$ cat src/rtl/ex_mem_ccr_stage.sv
// ex_mem_ccr_stage
// EX/MEM pipeline boundary. It registers the ALU result, store data,
// destination index and memory/writeback controls. It also owns the
// condition-code register (CCR) and a one-deep shadow copy of the CCR,
// which is used to save and restore the flags on interrupt entry/return.
//
// Ports:
//   clk, rst                   rising-edge clock, asynchronous active-low reset
//   in_valid, stall, flush     pipeline handshake from the execute stage
//   alu_out/carry/zero/neg/op  ALU result, flags and operation code
//   store_data, rd_addr        memory write data and destination register
//   mem_read/mem_write/reg_write  control bits
//   setc, clrc                 force the carry flag set or clear
//   ccr_save, ccr_restore      copy CCR to shadow / copy shadow to CCR
//   out_*                      registered pipeline outputs
//   ccr                        {C,N,Z}
//   fwd_valid/fwd_rd/fwd_data  forwarding port back to execute (from flops only)
module ex_mem_ccr_stage #(
  parameter int N    = 16,
  parameter int RD_W = 3
) (
  input  logic            clk,
  input  logic            rst,
  input  logic            in_valid,
  input  logic            stall,
  input  logic            flush,
  input  logic [N-1:0]    alu_out,
  input  logic            alu_carry,
  input  logic            alu_zero,
  input  logic            alu_neg,
  input  logic [2:0]      alu_op,
  input  logic [N-1:0]    store_data,
  input  logic [RD_W-1:0] rd_addr,
  input  logic            mem_read,
  input  logic            mem_write,
  input  logic            reg_write,
  input  logic            setc,
  input  logic            clrc,
  input  logic            ccr_save,
  input  logic            ccr_restore,
  output logic            out_valid,
  output logic [N-1:0]    out_result,
  output logic [N-1:0]    out_store_data,
  output logic [RD_W-1:0] out_rd,
  output logic            out_mem_read,
  output logic            out_mem_write,
  output logic            out_reg_write,
  output logic [2:0]      ccr,
  output logic            fwd_valid,
  output logic [RD_W-1:0] fwd_rd,
  output logic [N-1:0]    fwd_data
);

  localparam logic [2:0] OP_ADD      = 3'd0;
  localparam logic [2:0] OP_NOT      = 3'd1;
  localparam logic [2:0] OP_PASS_DST = 3'd2;

  logic            valid_q,      valid_d;
  logic [N-1:0]    result_q,     result_d;
  logic [N-1:0]    store_q,      store_d;
  logic [RD_W-1:0] rd_q,         rd_d;
  logic            mem_read_q,   mem_read_d;
  logic            mem_write_q,  mem_write_d;
  logic            reg_write_q,  reg_write_d;
  logic [2:0]      ccr_q,        ccr_d;
  logic [2:0]      shadow_q,     shadow_d;

  logic            adv_s;
  logic            acc_s;
  logic [2:0]      alu_ccr_s;
  logic [2:0]      flag_ccr_s;

  // Non-stalled, non-flushed edge; acc_s additionally requires a valid instruction.
  assign adv_s = ~stall & ~flush;
  assign acc_s = in_valid & adv_s;

  // Pipeline register next-state: flush beats stall, invalid input loads a bubble.
  always_comb begin
    valid_d     = valid_q;
    result_d    = result_q;
    store_d     = store_q;
    rd_d        = rd_q;
    mem_read_d  = mem_read_q;
    mem_write_d = mem_write_q;
    reg_write_d = reg_write_q;
    if (flush) begin
      // Bubble: kill valid and side-effect controls, data fields keep old values.
      valid_d     = 1'b0;
      mem_read_d  = 1'b0;
      mem_write_d = 1'b0;
      reg_write_d = 1'b0;
    end else if (stall) begin
      valid_d     = valid_q;
      reg_write_d = reg_write_q;
    end else if (in_valid) begin
      valid_d     = 1'b1;
      result_d    = alu_out;
      store_d     = store_data;
      rd_d        = rd_addr;
      mem_read_d  = mem_read;
      mem_write_d = mem_write;
      reg_write_d = reg_write;
    end else begin
      valid_d     = 1'b0;
      mem_read_d  = 1'b0;
      mem_write_d = 1'b0;
      reg_write_d = 1'b0;
    end
  end

  // Flag update from the ALU, selected by operation code, only for accepted instructions.
  always_comb begin
    alu_ccr_s = ccr_q;
    if (acc_s) begin
      case (alu_op)
        OP_ADD:      alu_ccr_s = {alu_carry, alu_neg, alu_zero};
        OP_NOT,
        OP_PASS_DST: alu_ccr_s = {ccr_q[2], alu_neg, alu_zero};
        default:     alu_ccr_s = ccr_q;
      endcase
    end else begin
      alu_ccr_s = ccr_q;
    end
  end

  // SETC/CLRC override the carry bit only; clrc wins when both are asserted.
  always_comb begin
    flag_ccr_s = alu_ccr_s;
    if (clrc) begin
      flag_ccr_s[2] = 1'b0;
    end else if (setc) begin
      flag_ccr_s[2] = 1'b1;
    end else begin
      flag_ccr_s[2] = alu_ccr_s[2];
    end
  end

  // CCR and shadow next-state; restore overrides all flag updates, and
  // save captures the pre-edge CCR, so save+restore swaps the two.
  always_comb begin
    ccr_d    = ccr_q;
    shadow_d = shadow_q;
    if (adv_s) begin
      if (ccr_restore) begin
        ccr_d = shadow_q;
      end else begin
        ccr_d = flag_ccr_s;
      end
      if (ccr_save) begin
        shadow_d = ccr_q;
      end else begin
        shadow_d = shadow_q;
      end
    end else begin
      ccr_d    = ccr_q;
      shadow_d = shadow_q;
    end
  end

  // State registers with asynchronous active-low clear.
  always_ff @(posedge clk or negedge rst) begin
    if (!rst) begin
      valid_q     <= 1'b0;
      result_q    <= {N{1'b0}};
      store_q     <= {N{1'b0}};
      rd_q        <= {RD_W{1'b0}};
      mem_read_q  <= 1'b0;
      mem_write_q <= 1'b0;
      reg_write_q <= 1'b0;
      ccr_q       <= 3'b000;
      shadow_q    <= 3'b000;
    end else begin
      valid_q     <= valid_d;
      result_q    <= result_d;
      store_q     <= store_d;
      rd_q        <= rd_d;
      mem_read_q  <= mem_read_d;
      mem_write_q <= mem_write_d;
      reg_write_q <= reg_write_d;
      ccr_q       <= ccr_d;
      shadow_q    <= shadow_d;
    end
  end

  assign out_valid      = valid_q;
  assign out_result     = result_q;
  assign out_store_data = store_q;
  assign out_rd         = rd_q;
  assign out_mem_read   = mem_read_q;
  assign out_mem_write  = mem_write_q;
  assign out_reg_write  = reg_write_q;
  assign ccr            = ccr_q;

  // Forwarding is taken from flops only, so no input reaches an output combinationally.
  assign fwd_valid = valid_q & reg_write_q;
  assign fwd_rd    = rd_q;
  assign fwd_data  = result_q;

endmodule

$ cat config.mk
export PLATFORM = sky130hd
export DESIGN_NAME = ex_mem_ccr_stage
export DESIGN_NICKNAME = d
export VERILOG_FILES = /design/src/rtl/ex_mem_ccr_stage.sv
export SDC_FILE = /design/constraint.sdc
export NUM_CORES = 1
export LEC_CHECK = 0
export ABC_AREA = 1
export CORE_UTILIZATION = 42
export CTS_BUF_LIST = sky130_fd_sc_hd__clkbuf_4
export DETAILED_ROUTE_END_ITERATION = 10
export PLACE_DENSITY = 0.88
export RECOVER_POWER = 25
export SLEW_MARGIN = 20
export SYNTH_ARGS = -nofsm -noshare
export SYNTH_HDL_FRONTEND = slang
export SYNTH_SLANG_ARGS = --single-unit
$ cat constraint.sdc
create_clock -name clk -period 1.7 [get_ports clk]
set_clock_uncertainty 0.15 [all_clocks]
set_input_delay 0.34 -clock clk [delete_from_list [all_inputs] [get_ports clk]]
set_output_delay 0.34 -clock clk [all_outputs]
set_load 0.02 [all_outputs]
==> results.ini <==
[setup_path]
end_kind=output pin
path_max_fanout=3
worstPathCellList=dlygate4sd2_1
slowest_delay_ns=0.41
required_ns=1.21
cp_data_arrival_time_ns=1.12
crit_type=flip-flop to output pin
timing.critical_path.buf_inv=1
cp_top_family=flip-flops
crit_path_start_kind=flip-flop
critPathSlowestCell=dfrtp_1

[drt]
wirelength_um=4910
wl_per_cell_um=12.5
drt_pass1_iterations=7
postRouteAntennaNets=0
drc=20
drt-initial-drc-count=111
viasPerCell=4.73
vias=1854

[global_routing]
grtUsageTotal_pct=21.0
grt_pass1_wl_um=8170
grt-ovfl-total=0
grt_max_degree=46
antenna_found_initial=0
grt_pass1_vias=1801

[layout]
n_fill_cell=392
num_antenna_cells=0
design_area_um2=3030
syn2layout_area_growth_pct=53.6
layout.cells.most_common=nand2_1
ff_latch_area_um2=1130
nets=394
multi_input_area_um2=617
drive_above_1_share_pct=5.88
final_cell_mix=nand2_1, dlygate4sd2_1, clkdlybuf4s50_1, dfrtp_1, inv_1

[placed_design]
dpl.hpwl_um=3710
io_buffers=114
placed_area_um2=3080
place.gp.congestion=0.815

[status]
outcome=finished, violations left
violations=DRC

[synth]
ys_seq_elements=45
synthMuxAreaShare_pct=0
synth_nets=291
synthCells=238
synth_top_family_by_area=simple AND/OR/NAND/NOR gates
synth_compound_area_share_pct=1.52
synth.avg_cell_area_um2=8.30
ys_seq_area_share_pct=57.0
ys_warn_count=0
synthesis.area_um2=1980
synth_fa_ha_area_share_pct=0
synth_simple_gate_area_share_pct=29.7
synth_xor_area_share_pct=0
synth.distinct_cells=15

[timing]
tns_ns=0
hold_viol=0
fmax_ghz=0.623
max_slew_margin_pct=59.5
whs_ns=0.331
final_max_slew_viol_count=0
worst_pin_slew_ns=0.607
grt_setup_unrepaired=false
period_needed_ns=1.61
finalCritPeriodShare_pct=94.5
setup_viol=0

[floorplanning]
fp.coreArea_um2=4440
dieWidth_um=70.6
start_util_pct=44.5
die_y_um=70.6
row_count=24
ios=115
dieArea_um2=4980

[power]
ir_drop_mv=0.398
power_mw=2.76
p_leak_nw=1.70
power.density_nw_per_um2=908

[clocking]
cts_tree=done
cts_setup_buffers=0
cts.sinks=45
h-tree-depth=2
clk_latency_ns=0.34
clk_pin_slew_worst_paths_ns=0.13
cts_buffer_depth=2
cts_made_buffers=5
root_buffer=clkbuf_4

[hold_path]
min_path_type=flip-flop to flip-flop

[run]
cap_violations=0

layout make-up:
class	count	share of cell area [%]
clock buffer	5	1.24
multi-input combinational	156	20.3
sequential	45	37.1
inverter	11	1.36
tap	52	2.14
timing repair buffer	122	37.6
clock inverter	1	0.165
sequential cells by signal, summed over array words and instances (netlist names):
name,cells
ccr,3
out_mem_read,1
out_mem_write,1
shadow_q,3
fwd_rd,3
out_store_data,16
out_reg_write,1
out_valid,1
fwd_data,16
what timing repair did:
| action | in CTS | in global routing |
|---|---|---|
| hold buffers | 1 | 0 |
| gates cloned | 0 | 0 |
| setup endpoints to repair | 62 | 1 |
| endpoints found under the hold margin | 45 | 0 |
| resized for setup | 62 | 2 |
worst paths after layout:
path	depth (start not counted)	to	slack, ns	from
setup / recovery	1	ccr[0]	0.09	ccr[0]
hold / removal	2	out_store_data[8]	0.33	out_store_data[8]
setup reg to reg	4	ccr[2]	0.80	shadow_q[2]
hold reg to reg	2	out_store_data[8]	0.33	out_store_data[8]
max in group asynchronous	3	out_store_data[15]	0.50	rst
min in group asynchronous	3	out_store_data[7]	0.49	rst
cells in the mapped netlist:
| cell | number | area share (%) |
|---|---|---|
| buf_6 | 1 | 0.57 |
| inv_2 | 2 | 0.38 |
| buf_4 | 22 | 8.4 |
| or2_2 | 1 | 0.32 |
| nand2_1 | 137 | 26 |
| o21ai_0 | 5 | 1.3 |
| nand3b_1 | 1 | 0.38 |
| nand2_2 | 1 | 0.32 |
| inv_1 | 9 | 1.7 |
| nor2_1 | 3 | 0.57 |
| nor2_4 | 1 | 0.57 |
| dfrtp_1 | 45 | 57 |
| buf_2 | 3 | 0.76 |
| nand3_1 | 6 | 1.5 |
| a21oi_1 | 1 | 0.25 |
per-layer routing:
| layer | vias to the layer above | wire (um) | track usage, % |
|---|---|---|---|
| met4 | 0 | 97 | 7.56 |
| li1 | 903 | - | - |
| met2 | 73 | 2530 | 37.6 |
| met1 | 866 | 1920 | 24.3 |
| met3 | 12 | 355 | 5.41 |
| met5 | - | 0 | 0 |
cells by family after synthesis:
| group | after synthesis |
|---|---|
| AND/OR/NAND/NOR | 150 |
| buffers and inverters | 37 |
| flip-flops | 45 |
| AO/OA/AOI/OAI | 6 |
metrics by stage:
| stage | cells | util (%) | setup slack, ns |
|---|---|---|---|
| 2_1_floorplan | 238 | - | 0.545 |
| 3_3_place_gp | 385 | 69.2 | 0.0576 |
| 3_5_place_dp | 385 | 69.2 | -0.0288 |
| 4_1_cts | 392 | 68.6 | 0.00628 |
| 5_1_grt | 392 | 68.3 | 0.0496 |
| 6_report | 392 | 68.3 | 0.0943 |
where the power goes:
| group | total, mW | internal (mW) | switching [mW] |
|---|---|---|---|
| Clock | 0.475 | 0.144 | 0.331 |
| Combinational | 0.940 | 0.403 | 0.538 |
| Sequential | 1.34 | 1.23 | 0.106 |
No activity file was read; power rests on OpenSTA's default activity.
